### config.mk
export PLATFORM = sky130hd
export DESIGN_NAME = mux4_rr_arbiter_flat
export DESIGN_NICKNAME = d
export VERILOG_FILES = /design/src/rtl/mux4_rr_arbiter_pkg.sv /design/src/rtl/mux4_rr_arbiter_if.sv /design/src/rtl/mux4_lane_sel.sv /design/src/rtl/mux4_rr_arbiter.sv /design/src/flat_wrapper.sv
export SDC_FILE = /design/constraint.sdc
export NUM_CORES = 1
export LEC_CHECK = 0
export BUFFER_PORTS_ARGS = -buffer_cell sky130_fd_sc_hd__buf_4
export CAP_MARGIN = 25
export CELL_PAD_IN_SITES_DETAIL_PLACEMENT = 2
export CELL_PAD_IN_SITES_GLOBAL_PLACEMENT = 2
export CORE_MARGIN = 2
export CORE_UTILIZATION = 26
export DETAILED_ROUTE_END_ITERATION = 12
export PLACE_DENSITY = 0.93
export SLEW_MARGIN = 20
export SYNTH_ARGS = -nofsm -noshare
export SYNTH_HDL_FRONTEND = slang
export SYNTH_SLANG_ARGS = --single-unit
### constraint.sdc
create_clock -name i_clk -period 3.8 [get_ports i_clk]
set_input_delay 0.76 -clock i_clk [delete_from_list [all_inputs] [get_ports i_clk]]
set_output_delay 0.76 -clock i_clk [all_outputs]
set_load 0.01 [all_outputs]
### src/rtl/mux4_rr_arbiter_pkg.sv
// rtl/mux4_rr_arbiter_pkg.sv - shared encodings and round-robin search helper for mux4_rr_arbiter
package mux4_rr_arbiter_pkg;

   localparam int NUM_LANES = 4;
   localparam int SEL_W     = 2;

   typedef enum logic {
      ST_IDLE = 1'b0,
      ST_BUSY = 1'b1
   } state_t;

   // Returns {found, lane}; searches last+1, last+2, ... with last itself as lowest priority.
   function automatic logic [SEL_W:0] rr_pick(input logic [NUM_LANES-1:0] req,
                                              input logic [SEL_W-1:0]     last);
      logic [SEL_W:0]   res;
      logic [SEL_W-1:0] idx;
      res = '0;
      for (int k = NUM_LANES; k >= 1; k--) begin
         idx = last + SEL_W'(k);
         if (req[idx]) res = {1'b1, idx};
      end
      return res;
   endfunction

endpackage

### src/rtl/mux4_rr_arbiter_if.sv
// rtl/mux4_rr_arbiter_if.sv - request/data/grant bundle between four producer lanes and the arbiter
interface mux4_rr_arbiter_if #(parameter int DATA_W = 8);
   logic [3:0]        i_req;
   logic [DATA_W-1:0] i_d0;
   logic [DATA_W-1:0] i_d1;
   logic [DATA_W-1:0] i_d2;
   logic [DATA_W-1:0] i_d3;
   logic [3:0]        o_grant;
   logic [1:0]        o_sel;
   logic              o_valid;
   logic [DATA_W-1:0] o_dout;

   modport master (output i_req, i_d0, i_d1, i_d2, i_d3,
                   input  o_grant, o_sel, o_valid, o_dout);
   modport slave  (input  i_req, i_d0, i_d1, i_d2, i_d3,
                   output o_grant, o_sel, o_valid, o_dout);
endinterface

### src/rtl/mux4_lane_sel.sv
// rtl/mux4_lane_sel.sv - DATA_W-wide 4:1 lane mux indexed by the registered select
module mux4_lane_sel #(
   parameter int DATA_W = 8
) (
   input  logic [1:0]        i_sel,
   input  logic [DATA_W-1:0] i_d0,
   input  logic [DATA_W-1:0] i_d1,
   input  logic [DATA_W-1:0] i_d2,
   input  logic [DATA_W-1:0] i_d3,
   output logic [DATA_W-1:0] o_dout
);

   always_comb begin
      o_dout = i_d0;
      case (i_sel)
         2'd0:    o_dout = i_d0;
         2'd1:    o_dout = i_d1;
         2'd2:    o_dout = i_d2;
         default: o_dout = i_d3;
      endcase
   end

endmodule

### src/rtl/mux4_rr_arbiter.sv
// rtl/mux4_rr_arbiter.sv - round-robin arbiter driving a shared 4:1 data mux
// Optional HOLD_LIMIT_EN: caps a tenure at MAX_HOLD cycles when another lane is waiting.
module mux4_rr_arbiter
   import mux4_rr_arbiter_pkg::*;
#(
   parameter int DATA_W   = 8,
   parameter int MAX_HOLD = 4
) (
   input  logic           i_clk,
   input  logic           i_rst,
   mux4_rr_arbiter_if.slave bus
);

   state_t               r_state;
   logic [NUM_LANES-1:0] r_grant;
   logic [SEL_W-1:0]     r_sel;
   logic                 r_valid;
   logic [SEL_W-1:0]     r_last;

   state_t               w_state_nxt;
   logic [NUM_LANES-1:0] w_grant_nxt;
   logic [SEL_W-1:0]     w_sel_nxt;
   logic                 w_valid_nxt;
   logic [SEL_W-1:0]     w_last_nxt;
   logic                 w_new_tenure;
   logic [NUM_LANES-1:0] w_others;
   logic [NUM_LANES-1:0] w_cand;
   logic                 w_found;
   logic [SEL_W-1:0]     w_pick;
   logic                 w_force;
   logic [DATA_W-1:0]    w_mux;

   assign w_others          = bus.i_req & ~(NUM_LANES'(1) << r_sel);
   // While busy, r_sel is masked so the current owner never re-wins its own handoff.
   assign w_cand            = (r_state == ST_BUSY) ? w_others : bus.i_req;
   assign {w_found, w_pick} = rr_pick(w_cand, r_last);

`ifdef HOLD_LIMIT_EN
   localparam int HC_W = $clog2(MAX_HOLD + 1);
   logic [HC_W-1:0] r_hold_cnt;

   assign w_force = (r_hold_cnt == HC_W'(MAX_HOLD)) && (|w_others);

   always_ff @(posedge i_clk or posedge i_rst) begin
      if (i_rst) begin
         r_hold_cnt <= '0;
      end else if (w_new_tenure) begin
         r_hold_cnt <= HC_W'(1);
      end else if (w_state_nxt == ST_IDLE) begin
         r_hold_cnt <= '0;
      end else if (r_hold_cnt != HC_W'(MAX_HOLD)) begin
         r_hold_cnt <= r_hold_cnt + HC_W'(1);
      end
   end
`else
   assign w_force = 1'b0;
`endif

   always_comb begin
      w_state_nxt  = r_state;
      w_grant_nxt  = r_grant;
      w_sel_nxt    = r_sel;
      w_valid_nxt  = r_valid;
      w_last_nxt   = r_last;
      w_new_tenure = 1'b0;
      case (r_state)
         ST_IDLE: begin
            if (w_found) begin
               w_state_nxt  = ST_BUSY;
               w_grant_nxt  = NUM_LANES'(1) << w_pick;
               w_sel_nxt    = w_pick;
               w_valid_nxt  = 1'b1;
               w_last_nxt   = w_pick;
               w_new_tenure = 1'b1;
            end
         end
         default: begin
            if (bus.i_req[r_sel] && !w_force) begin
               w_state_nxt = ST_BUSY;
            end else if (w_found) begin
               w_grant_nxt  = NUM_LANES'(1) << w_pick;
               w_sel_nxt    = w_pick;
               w_last_nxt   = w_pick;
               w_new_tenure = 1'b1;
            end else begin
               w_state_nxt = ST_IDLE;
               w_grant_nxt = '0;
               w_valid_nxt = 1'b0;
            end
         end
      endcase
   end

   always_ff @(posedge i_clk or posedge i_rst) begin
      if (i_rst) begin
         r_state <= ST_IDLE;
         r_grant <= '0;
         r_sel   <= '0;
         r_valid <= 1'b0;
         r_last  <= SEL_W'(NUM_LANES - 1);
      end else begin
         r_state <= w_state_nxt;
         r_grant <= w_grant_nxt;
         r_sel   <= w_sel_nxt;
         r_valid <= w_valid_nxt;
         r_last  <= w_last_nxt;
      end
   end

   mux4_lane_sel #(.DATA_W(DATA_W)) u_lane_sel (
      .i_sel  (r_sel),
      .i_d0   (bus.i_d0),
      .i_d1   (bus.i_d1),
      .i_d2   (bus.i_d2),
      .i_d3   (bus.i_d3),
      .o_dout (w_mux)
   );

   assign bus.o_grant = r_grant;
   assign bus.o_sel   = r_sel;
   assign bus.o_valid = r_valid;
   assign bus.o_dout  = r_valid ? w_mux : '0;

endmodule

### src/flat_wrapper.sv
// flat-port wrapper written by rule: the top's interface ports become plain ports
module mux4_rr_arbiter_flat import mux4_rr_arbiter_pkg::*;
#(
   parameter int DATA_W   = 8,
   parameter int MAX_HOLD = 4
)
  (i_clk, i_rst, bus_i_req, bus_i_d0, bus_i_d1, bus_i_d2, bus_i_d3, bus_o_grant, bus_o_sel, bus_o_valid, bus_o_dout);
  mux4_rr_arbiter_if #(.DATA_W(DATA_W)) bus_i ();
  input  logic i_clk;
  input  logic i_rst;
  input wire logic [$bits(bus_i.i_req)-1:0] bus_i_req;
  input wire logic [$bits(bus_i.i_d0)-1:0] bus_i_d0;
  input wire logic [$bits(bus_i.i_d1)-1:0] bus_i_d1;
  input wire logic [$bits(bus_i.i_d2)-1:0] bus_i_d2;
  input wire logic [$bits(bus_i.i_d3)-1:0] bus_i_d3;
  output wire logic [$bits(bus_i.o_grant)-1:0] bus_o_grant;
  output wire logic [$bits(bus_i.o_sel)-1:0] bus_o_sel;
  output wire logic [$bits(bus_i.o_valid)-1:0] bus_o_valid;
  output wire logic [$bits(bus_i.o_dout)-1:0] bus_o_dout;
  assign bus_i.i_req = bus_i_req;
  assign bus_i.i_d0 = bus_i_d0;
  assign bus_i.i_d1 = bus_i_d1;
  assign bus_i.i_d2 = bus_i_d2;
  assign bus_i.i_d3 = bus_i_d3;
  assign bus_o_grant = bus_i.o_grant;
  assign bus_o_sel = bus_i.o_sel;
  assign bus_o_valid = bus_i.o_valid;
  assign bus_o_dout = bus_i.o_dout;
  mux4_rr_arbiter #(.DATA_W(DATA_W), .MAX_HOLD(MAX_HOLD)) u_core (.i_clk(i_clk), .i_rst(i_rst), .bus(bus_i));
endmodule
==> results of run 1 <==
sequential cells by signal (all words and copies together) (netlist names):
signal	count
u_core.bus.o_grant	4
u_core.bus.o_sel	2
u_core.bus.o_valid	1
u_core.r_last	2
u_core.r_state	1
placed cells by master, fill, tap and decap left out, drive strengths merged:
cell type	count
nand2b	3
o21ai	2
inv	4
nor2	3
a211oi	2
nand2	9
ha	1
nor4b	1
a21oi	3
dfrtp	8
o311a	1
nand3b	1
and2	9
o211a	1
mux4	9
buf	52
a2111oi	1
a31oi	1
o2bb2ai	1
nor3b	2
mux2	3
clkbuf	4
mux2i	3
nor3	1
a2111o	1
or3b	1
nor2b	4
o31ai	4
dfstp	2
layer usage:
layer,global-route usage (%),share of wire [%],up-vias
met4,7.500,2.1,0
met3,4.865,7.5,8
met1,21.73,40,466
met2,33.74,51,56
met5,0,0,-
li1,-,-,427
area by class of cell:
cell class | count | area (sq um)
flip-flops and latches | 10 | 252.7
multi-input cells | 67 | 603.1
fillers | 367 | 1956
clock buffers | 4 | 36.28
repair buffers | 52 | 390.4
well taps | 46 | 57.56
inverters | 4 | 15.01
kinds of logic (layout without fill, tap and decap cells):
| logic type | Yosys count | in the layout | synth area share (%) |
|---|---|---|---|
| simple gates | 34 | 34 | 21.66 |
| compound gates | 17 | 17 | 14.77 |
| mux | 15 | 15 | 29.96 |
| flops | 10 | 10 | 28.41 |
| buf+inv | 8 | 60 | 3.796 |
| fa+ha+maj | 1 | 1 | 1.406 |
power by group through the flow:
stage                     clock network (W)  logic [W]  registers [W]
final                             0.0000971   0.000573       0.000276
after global routing               0.000106   0.000625       0.000295
after CTS                         0.0000990   0.000582       0.000279
after detailed placement                  0   0.000575       0.000280
after global placement                    0   0.000538       0.000269
after floorplan                           0   0.000420       0.000216
metrics by stage:
step | std cells | power [W] | hold WS [ns]
floorplan | 85 | 0.0006363 | 0.4758
global placement | 179 | 0.0008074 | 0.4641
detailed placement | 179 | 0.0008545 | 0.4791
CTS | 183 | 0.0009594 | 0.4849
global route | 183 | 0.001026 | 0.5094
finish | 183 | 0.0009459 | 0.4723
worst register-to-register path, delay by kind of cell, from the launching register on:
kind | cells | cell delay, ns
mux | 1 | 0.22
flops | 1 | 0.89
compound gates | 2 | 0.64
simple gates | 2 | 0.41
fa+ha+maj | 1 | 0.21
final timing paths:
kind	endpoint	slack [ns]	depth (start not counted)
max	bus_o_dout[3]	0.95	3
min	u_core.bus.o_valid$_DFFE_PP0P_	0.47	2
max reg2reg	u_core.bus.o_grant[0]$_DFFE_PP0P_	1.33	6
min reg2reg	u_core.bus.o_grant[1]$_DFFE_PP0P_	0.50	2
max in group asynchronous	u_core.r_last[1]$_DFFE_PP1P_	3.01	2
min in group i_clk	u_core.bus.o_grant[1]$_DFFE_PP0P_	0.50	2
==> summary.md, run 1 <==
| Metric | Value |
|---|---|
| CTS tree | done |
| DP Wirelength | 2892 um |
| Ant. Diodes | 0 |
| IO Pins | 53 |
| Leak | 0.6415 nW |
| # Post-CTS Setup Buffers | 0 |
| All-Layer GR Usage | 19.00% |
| Die area | 3906 sq um |
| Vias in the first global route | 1151 |
| Max Cap Violations | 0 |
| Layout cells sized above 1 | 52.55% |
| Avg WL per Cell | 19.16 um |
| Crit path largest cell delay | 0.89 ns |
| Synth cell types | 30 |
| Combinational power share | 60.6% |
| Slew headroom | 44.46% |
| Fin util | 40.93% |
| CP Class | register to primary output |
| Final WL | 3506 um |
| Mapped cell area | 889.6 sq um |
| Sw power | 0.0004045 W |
| CP Cell Sequence | mux4_2 > and2_1 > buf_4 |
| Syn_area_per_cell | 10.47 sq um |
| Setup WS post-layout | 0.9524 ns |
| Commonest cells in the synthesized netlist | mux4_2 (9), nand2_1 (9), and2_1 (8), dfrtp_1 (8) |
| Main area contributors after synthesis | mux4_2 (23%), dfrtp_1 (23%), dfstp_2 (5.9%) |
| GR Overflow Total | 0 |
| DRT iter0 DRCs | 21 |
| CP Launch Type | register |
| Final Max Tran Viols | 0 |
| Worst setup EP type | primary output |
| Crit path from | u_core.bus.o_sel[0]$_DFFE_PP0P_ |
| Nets | 177 |
| Tmin final | 2.848 ns |
| Largest area contributor in the synthesized netlist | mux4_2 |
| Initial core utilization | 26.87% |
| Top delay family on crit path | flip-flops |
| DR pass1 iterations | 4 |
| Worst-path clk slew | 0.07 ns |
| Power density over the cells | 698.0 nW/um^2 |
| Endpoints failing setup | 0 |
| CP max-delay cell | dfrtp_1 |
| Main synth FF type | dfrtp_1 |
| Fin Setup TNS | 0 ns |
| Min-Delay Path Class | input pin to asynchronous set/reset pin |
| Warnings from Yosys | 0 |
| Peak VDD IR | 0.0002741 V |
| RSZ-0062 raised after global routing | false |
| Chip Width | 62.50 um |
| Largest net degree at the start of global routing | 19 |
| Seq cells post-synth | 10 |
| Post-CTS Hold Buffers | 0 |
| Clock buffer depth | 2 |
| Critical Path RT | 3.04 ns |
| Clk Latency, worst-skew pair | 0.27 ns |
| Area Overhead vs Synth | 52.32% |
| Initial antenna violation count | 0 |
| Final worst-path cycle share | 74.94% |
| Via count | 957 |
| Die extent in y | 62.50 um |
| Clock network power share | 10.3% |
| Endpoints failing hold | 0 |
| Crit path DAT | 2.09 ns |
| R2r startpoint | u_core.bus.o_sel[0]$_DFFE_PP0P_ |
| Drt drc | 0 |
| Num CTS Buffers | 3 |
| Outcome | finished, final reports clean |
| Dpl cell area | 1319 sq um |
| Number of flops mapped to enable cells by yosys | 0 |
| Row count | 21 |
| Routed Antenna Nets | 0 |
| Via/cell ratio | 5.230 |
| Syn_nets | 124 |
| Sequential share of the synthesized area | 28.41% |
| Worst Skew | 0.001205 ns |
| Cell Int Power | 0.0005413 W |
| IO Port Bufs | 52 |
| H-tree levels | 1 |
| Asr flop ratio synth | 100.0% |
| Critical path peak fanout | 18 |
| CTS sink cnt | 10 |
| Worst slack, placed | 1.229 ns |
| Syn Inst Count | 85 |
| Gpl congestion | 0.8346 |
| Worst Max-Slew Pin Slew | 0.8331 ns |
| Post-layout instance area | 1355 sq um |
| First-pass GRT wire length | 5837 um |
| Max Clk Rate | 351.2 MHz |
| CTS resizes | 0 |
| Register share of total power | 29.1% |
| Core Region | 3311 sq um |
| WP buf/inv | 1 |
| Clock root cell | clkbuf_4 |
| Area share of the largest cell type after synthesis | 22.78% |
| Sw frac | 42.77% |
No activity file was read; power rests on OpenSTA's default activity.
==> run 2, diff against run 1 <==
Settings changed: CORE_UTILIZATION 26 to 21, PLACE_DENSITY 0.93 to 0.82.
Clock period 3.8 ns to 2.4 ns, I/O delays scaled along.
==> run 2 against run 1 <==
  * Clock-buffer cell count stayed put
  * Clock skew increased by 0.0093 ns
  * Largest power group unchanged
  * Critical endpoint is now bus_o_dout[2]
  * Via count shrank 1.5%
  * Cell count is 3.3% higher
  * Worst hold slack got worse by 0.25 ns
  * Highest routed layer unchanged
  * Wire length down 6.8%
==> summary.md, run 2 (synthesis results as in run 1) <==
| Metric | Value |
|---|---|
| Worst setup EP type | primary output (unchanged) |
| Max Clk Rate | 460.0 MHz |
| Die extent in y | 69.09 um (was 62.50 um) |
| Final WL | 3266 um (was 3506 um) |
| Sequential Area | 252.7 sq um (unchanged) |
| Clk Latency, worst-skew pair | 0.24 ns (was 0.27 ns) |
| Critical path peak fanout | 17 (was 18) |
| Worst Skew | 0.01048 ns (was 0.001205 ns) |
| GR Overflow Total | 0 (unchanged) |
| Via/cell ratio | 4.989 (was 5.230) |
| End of the worst register-to-register path | u_core.bus.o_grant[3]$_DFFE_PP0P_ (was u_core.bus.o_grant[0]$_DFFE_PP0P_) |
| Final worst-path cycle share | 90.59% |
| Crit path DAT | 1.69 ns (was 2.09 ns) |
| Largest net degree at the start of global routing | 18 (was 19) |
| Commonest cells after routing, fill and taps aside | buf_4 (54), nand2_1 (9), mux4_2 (9) (was buf_4 (52), nand2_1 (9), mux4_2 (9)) |
| First-pass GRT wire length | 5209 um (was 5837 um) |
| Max reg flops | 4 (unchanged) |
| H-tree levels | 1 (unchanged) |
| Worst Max-Slew Pin Slew | 0.5653 ns (was 0.8331 ns) |
| Final Max Tran Viols | 0 (unchanged) |
| Power density over the cells | 1112 nW/um^2 (was 698.0 nW/um^2) |
| CP Class | register to primary output (unchanged) |
| Ant. Diodes | 0 (unchanged) |
| Critical Path RT | 1.92 ns (was 3.04 ns) |
| Max Cap Violations | 0 (unchanged) |
| Avg WL per Cell | 17.28 um (was 19.16 um) |
| Slew headroom | 61.78% (was 44.46%) |
| # Post-CTS Setup Buffers | 0 (unchanged) |
| Vias in the first global route | 1018 (was 1151) |
| DP Wirelength | 2774 um (was 2892 um) |
| IO Port Bufs | 52 (unchanged) |
| Min-Delay Path Class | input pin to asynchronous set/reset pin (unchanged) |
| Critical path endpoint | bus_o_dout[2] (was bus_o_dout[3]) |
| CTS tree | done (unchanged) |
| Clock root cell | clkbuf_8 (was clkbuf_4) |
| DRT iter0 DRCs | 17 (was 21) |
| IO Pins | 53 (unchanged) |
| Clock buffer depth | 2 (unchanged) |
| Row count | 23 (was 21) |
| All-Layer GR Usage | 13.53% (was 19.00%) |
| Worst slack, placed | 0.3055 ns (was 1.229 ns) |
| Chip Width | 69.09 um (was 62.50 um) |
| Initial antenna violation count | 0 (unchanged) |
| CTS sink cnt | 10 (unchanged) |
| Fin cells | 189 (was 183) |
| Num CTS Buffers | 3 (unchanged) |
| FILL cells | 445 (was 367) |
| Initial core utilization | 22.08% (was 26.87%) |
| Overall Power | 0.001539 W (was 0.0009459 W) |
| Via count | 943 (was 957) |
| Layout cells sized above 1 | 52.52% (was 52.55%) |
| Fin Setup TNS | 0 ns (unchanged) |
| Die area | 4773 sq um (was 3906 sq um) |
| DR pass1 iterations | 4 (unchanged) |
| Drt drc | 0 (unchanged) |
| Dpl cells | 185 (was 179) |
| Leak | 0.6530 nW (was 0.6415 nW) |
| Area Overhead vs Synth | 55.56% (was 52.32%) |
| Tmin final | 2.174 ns |
| Most common cell after layout, fill and taps aside | buf_4 (unchanged) |
| Setup WS post-layout | 0.2259 ns (was 0.9524 ns) |
| Area occupied by multi-input gates | 603.1 sq um (unchanged) |
| CTS resizes | 0 (unchanged) |
| RSZ-0062 raised after global routing | false (unchanged) |
| Outcome | finished, final reports clean (unchanged) |
| Post-CTS Hold Buffers | 0 (unchanged) |
| Endpoints failing hold | 0 (unchanged) |
| Peak VDD IR | 0.0003065 V (was 0.0002741 V) |
| Core Region | 4029 sq um (was 3311 sq um) |
| Worst-path clk slew | 0.05 ns (was 0.07 ns) |
| Crit path from | u_core.bus.o_sel[0]$_DFFE_PP0P_ (unchanged) |
| R2r startpoint | u_core.bus.o_sel[0]$_DFFE_PP0P_ (unchanged) |
| Nets | 179 (was 177) |
| CP Launch Type | register (unchanged) |
| Reg2Reg Depth | 7 (was 6) |
| Gpl congestion | 0.8637 (was 0.8346) |
| Routed Antenna Nets | 0 (unchanged) |
| Endpoints failing setup | 0 (unchanged) |
| R2R Setup Slk | 0.33 ns (was 1.33 ns) |
[run 2: cell types whose count changed in the layout (fill, tap and decap cells not counted), sizes merged]
| cell | change |
|---|---|
| buf | +2 |
[run 2: power breakdown]
group          internal, W  switching, W  leakage, nW
clock             0.000116     0.0000640       0.0228
sequential        0.000258     0.0000805        0.120
combinational     0.000529      0.000491        0.510
[run 2: layout make-up]
cell class / count / area share, %
multi-input cells: 67 / 43.58
inverters: 4 / 1.085
clock buffers: 4 / 3.255
well taps: 50 / 4.521
flip-flops and latches: 10 / 18.26
repair buffers: 54 / 29.29
[run 2: critical path, stage by stage, from the launching register on]
cell and delay [ns]:
dfrtp_1 0.34, buf_4 0.27, mux4_2 0.54, and2_1 0.18, buf_4 0.14
[run 2: metal layers]
metal	global-route usage (%)	vias up	part of all wire [%]
li1	-	431	-
met5	0	-	0
met3	5.117	4	8.7
met1	15.22	455	40
met4	3.050	0	1.0
met2	24.15	53	51
[run 2: worst min-delay path by stage]
stage / cells past startpoint / start / endpoint / slack (ns)
floorplan: 1 / i_rst / u_core.bus.o_grant[0]$_DFFE_PP0P_ / 0.32
global placement: 2 / i_rst / u_core.bus.o_valid$_DFFE_PP0P_ / 0.47
detailed placement: 2 / u_core.bus.o_grant[2]$_DFFE_PP0P_ / u_core.bus.o_grant[2]$_DFFE_PP0P_ / 0.48
CTS: 2 / i_rst / u_core.bus.o_valid$_DFFE_PP0P_ / 0.25
global route: 2 / i_rst / u_core.bus.o_valid$_DFFE_PP0P_ / 0.25
finish: 2 / i_rst / u_core.bus.o_valid$_DFFE_PP0P_ / 0.23
[run 2: stage by stage]
stage	area, sq um	util (%)	hold slack [ns]
finish	1384	34.35	0.2260
global placement	1339	33.23	0.4661
detailed placement	1339	33.23	0.4777
floorplan	889.6	-	0.3187
global route	1384	34.35	0.2513
CTS	1384	34.35	0.2510
==> run 3, diff against run 2 <==
Settings changed: ABC_AREA set to 1, CORE_UTILIZATION 21 to 19, PLACE_DENSITY 0.82 to 0.85.
==> run 3 against run 2 <==
  * Utilization down 4.5 points
  * Die area up 22%
  * Critical path depth up 9
  * Fmax up 7.6%
  * Critical endpoint is now u_core.bus.o_grant[0]$_DFFE_PP0P_
  * Highest routed layer unchanged
==> summary.md, run 3 <==
| Metric | Value |
|---|---|
| Outcome | finished, final reports clean (unchanged) |
| Area occupied by multi-input gates | 623.1 sq um (was 603.1 sq um) |
| Row count | 26 (was 23) |
| RSZ-0062 raised after global routing | false (unchanged) |
| # Post-CTS Setup Buffers | 0 (unchanged) |
| Avg WL per Cell | 13.28 um (was 17.28 um) |
| Top delay family on crit path | simple AND/OR/NAND/NOR gates (was multiplexers) |
| Ant. Diodes | 0 (unchanged) |
| Syn_area_per_cell | 5.906 sq um (was 10.47 sq um) |
| Max Clk Rate | 495.0 MHz (was 460.0 MHz) |
| Sequential share of the synthesized area | 25.47% (was 28.41%) |
| Via count | 1300 (was 943) |
| Leak | 0.8723 nW (was 0.6530 nW) |
| Num CTS Buffers | 3 (unchanged) |
| Synth cell types | 19 (was 30) |
| Commonest cells in the synthesized netlist | nand2_1 (71), inv_1 (19), nand3_1 (18) (was mux4_2 (9), nand2_1 (9), and2_1 (8), dfrtp_1 (8)) |
| Most common cell after layout, fill and taps aside | nand2_1 (was buf_4) |
| GR Overflow Total | 0 (unchanged) |
| Number of flops mapped to enable cells by yosys | 0 (unchanged) |
| Via/cell ratio | 4.452 (was 4.989) |
| Die extent in y | 76.27 um (was 69.09 um) |
| Fin Setup TNS | 0 ns (unchanged) |
| Routed Antenna Nets | 0 (unchanged) |
| Final Max Tran Viols | 0 (unchanged) |
| Slew headroom | 72.83% (was 61.78%) |
| DP Wirelength | 3278 um (was 2774 um) |
| Area Overhead vs Synth | 52.58% (was 55.56%) |
| Nets | 262 (was 179) |
| First-pass GRT wire length | 6837 um (was 5209 um) |
| CP Class | register to register (was register to primary output) |
| Gpl congestion | 0.7886 (was 0.8637) |
| DRT iter0 DRCs | 20 (was 17) |
| Post-layout instance area | 1514 sq um (was 1384 sq um) |
| Initial antenna violation count | 0 (unchanged) |
| Clock buffer depth | 2 (unchanged) |
| CP max-delay cell | dfrtp_1 (was mux4_2) |
| WP buf/inv | 2 (unchanged) |
| Peak VDD IR | 0.0005181 V (was 0.0003065 V) |
| IO Port Bufs | 52 (unchanged) |
| CTS resizes | 0 (unchanged) |
| Power density over the cells | 1326 nW/um^2 (was 1112 nW/um^2) |
| H-tree levels | 1 (unchanged) |
| CTS tree | done (unchanged) |
| Max Cap Violations | 0 (unchanged) |
| Clock root cell | clkbuf_8 (unchanged) |
| Worst setup EP type | register (was primary output) |
| Min-Delay Path Class | input pin to asynchronous set/reset pin (unchanged) |
| Critical path peak fanout | 10 (was 17) |
| Die area | 5816 sq um (was 4773 sq um) |
| Layout cells sized above 1 | 38.29% (was 52.52%) |
| IO Pins | 53 (unchanged) |
| Syn Inst Count | 168 (was 85) |
| Crit path top cell by count | nand2_1 (was buf_4) |
| Endpoints failing setup | 0 (unchanged) |
| Main area contributors after synthesis | nand2_1 (27%), dfrtp_1 (20%), nand3_1 (9.1%) (was mux4_2 (23%), dfrtp_1 (23%), dfstp_2 (5.9%)) |
| Chip Width | 76.27 um (was 69.09 um) |
| Warnings from Yosys | 0 (unchanged) |
| CP Cell Sequence | nor2_4 > nand2_2 > nand3_1 > nand2_1 > nor2_1 > nand2_1 > inv_2 > ha_1 > nor2_4 > o21ai_1 > inv_1 > nand3_1 > nand2_1 (was buf_4 > mux4_2 > and2_1 > buf_4) |
| Worst Max-Slew Pin Slew | 0.4070 ns (was 0.5653 ns) |
| FILL cells | 659 (was 445) |
| Worst Skew | 0.001391 ns (was 0.01048 ns) |
| Main synth FF type | dfrtp_1 (unchanged) |
| Final WL | 3879 um (was 3266 um) |
| Largest area contributor in the synthesized netlist | nand2_1 (was mux4_2) |
| Dpl cell area | 1459 sq um (was 1339 sq um) |
| Crit path DAT | 2.15 ns (was 1.69 ns) |
| Commonest cells after routing, fill and taps aside | nand2_1 (71), buf_4 (52), inv_1 (19) (was buf_4 (54), nand2_1 (9), mux4_2 (9)) |
| Mapped cell area | 992.2 sq um (was 889.6 sq um) |
| Worst-path clk slew | 0.05 ns (about the same) |
| Critical Path RT | 2.53 ns (was 1.92 ns) |
| Drt drc | 0 (unchanged) |
| Core Region | 5075 sq um (was 4029 sq um) |
| Largest net degree at the start of global routing | 11 (was 18) |
| Initial core utilization | 19.55% (was 22.08%) |
| Syn_nets | 207 (was 124) |
| CTS sink cnt | 10 (unchanged) |
| Sequential Area | 252.7 sq um (unchanged) |
| Setup WS post-layout | 0.3798 ns (was 0.2259 ns) |
| All-Layer GR Usage | 14.37% (was 13.53%) |
| Tmin final | 2.020 ns (was 2.174 ns) |
| Worst slack, placed | 0.3707 ns (was 0.3055 ns) |
| Max reg flops | 4 (unchanged) |
| Endpoints failing hold | 0 (unchanged) |
| Clk Latency, worst-skew pair | 0.24 ns (about the same) |
| Post-CTS Hold Buffers | 0 (unchanged) |
| Most frequent cell after synthesis | nand2_1 |
| Seq cells post-synth | 10 (unchanged) |
| Vias in the first global route | 1448 (was 1018) |
| Area share of the largest cell type after synthesis | 26.86% (was 22.78%) |
| Worst hold margin | 0.2249 ns (was 0.2260 ns) |
| Final worst-path cycle share | 84.18% (was 90.59%) |
| Crit path largest cell delay | 0.48 ns (was 0.54 ns) |
| CP Launch Type | register (unchanged) |
| Asr flop ratio synth | 100.0% (unchanged) |
| DR pass1 iterations | 2 (was 4) |
-- run 3: cell types whose count changed after synthesis, moves of 4 or more --
cell and delta:
nand2_1 +62, nand3_1 +18, inv_1 +15, nand2_2 +14, mux4_2 -9, and2_1 -8
nand4_1 +8, inv_2 +6, nor2_4 +5, o21ai_1 +5, nor2b_1 -4, o31ai_1 -4
-- run 3: worst reg2reg max path: cells and delay by family (launching register included) --
kind / cells / cell delay, ns
AOI/OAI and AO/OA: 1 / 0.10
adders and majority gates: 1 / 0.19
buffers and inverters: 2 / 0.16
DFF: 1 / 0.48
and+or+nand+nor: 9 / 0.97
-- run 3: metrics by stage --
stage	total power [W]	std cells	utilization, %
after detailed placement	0.001827	288	28.75
after CTS	0.002066	292	29.83
after global placement	0.001764	288	28.75
after floorplan	0.001371	168	-
final	0.002007	292	29.83
after global routing	0.002280	292	29.83
-- run 3: cell families (layout without fill, tap and decap cells) --
family	Yosys count	count (layout)	share of synthesized area (%)
xor gates and xnor gates	1	1	0.8829
and+or+nand+nor	119	119	56.62
buffers and inverters	29	83	11.73
DFF	10	10	25.47
adders and majority gates	1	1	1.261
AOI/OAI and AO/OA	8	8	4.034
-- run 3: where the power goes --
group          internal (W)  switching [W]  total (W)
registers          0.000262       0.000113   0.000375
logic              0.000515       0.000899    0.00141
clock network      0.000145      0.0000737   0.000218
-- run 3: layout make-up --
| class | instances | share of cell area [%] |
|---|---|---|
| clock buffers | 4 | 3.636 |
| inverters | 27 | 6.942 |
| multi-input cells | 129 | 41.16 |
| flip-flops and latches | 10 | 16.69 |
| well taps | 70 | 5.785 |
| repair buffers | 52 | 25.79 |
-- run 3: metal layers --
metal  track usage [%]  routed length, um
met5                 0                  0
met4             3.273                 35
met3             2.251                203
met2             26.64               1938
met1             17.32               1702
-- run 3: worst paths after layout --
path                                                   startpoint                                 to  slack, ns  depth (start not counted)
worst max-delay path              u_core.bus.o_sel[0]$_DFFE_PP0P_  u_core.bus.o_grant[0]$_DFFE_PP0P_       0.38                         13
worst min-delay path                                        i_rst  u_core.bus.o_grant[1]$_DFFE_PP0P_       0.22                          2
worst max register to register    u_core.bus.o_sel[0]$_DFFE_PP0P_  u_core.bus.o_grant[0]$_DFFE_PP0P_       0.38                         13
worst min register to register  u_core.bus.o_grant[1]$_DFFE_PP0P_  u_core.bus.o_grant[1]$_DFFE_PP0P_       0.49                          2
max in group asynchronous                                   i_rst       u_core.r_last[1]$_DFFE_PP1P_       1.85                          2
min in group i_clk              u_core.bus.o_grant[1]$_DFFE_PP0P_  u_core.bus.o_grant[1]$_DFFE_PP0P_       0.49                          2
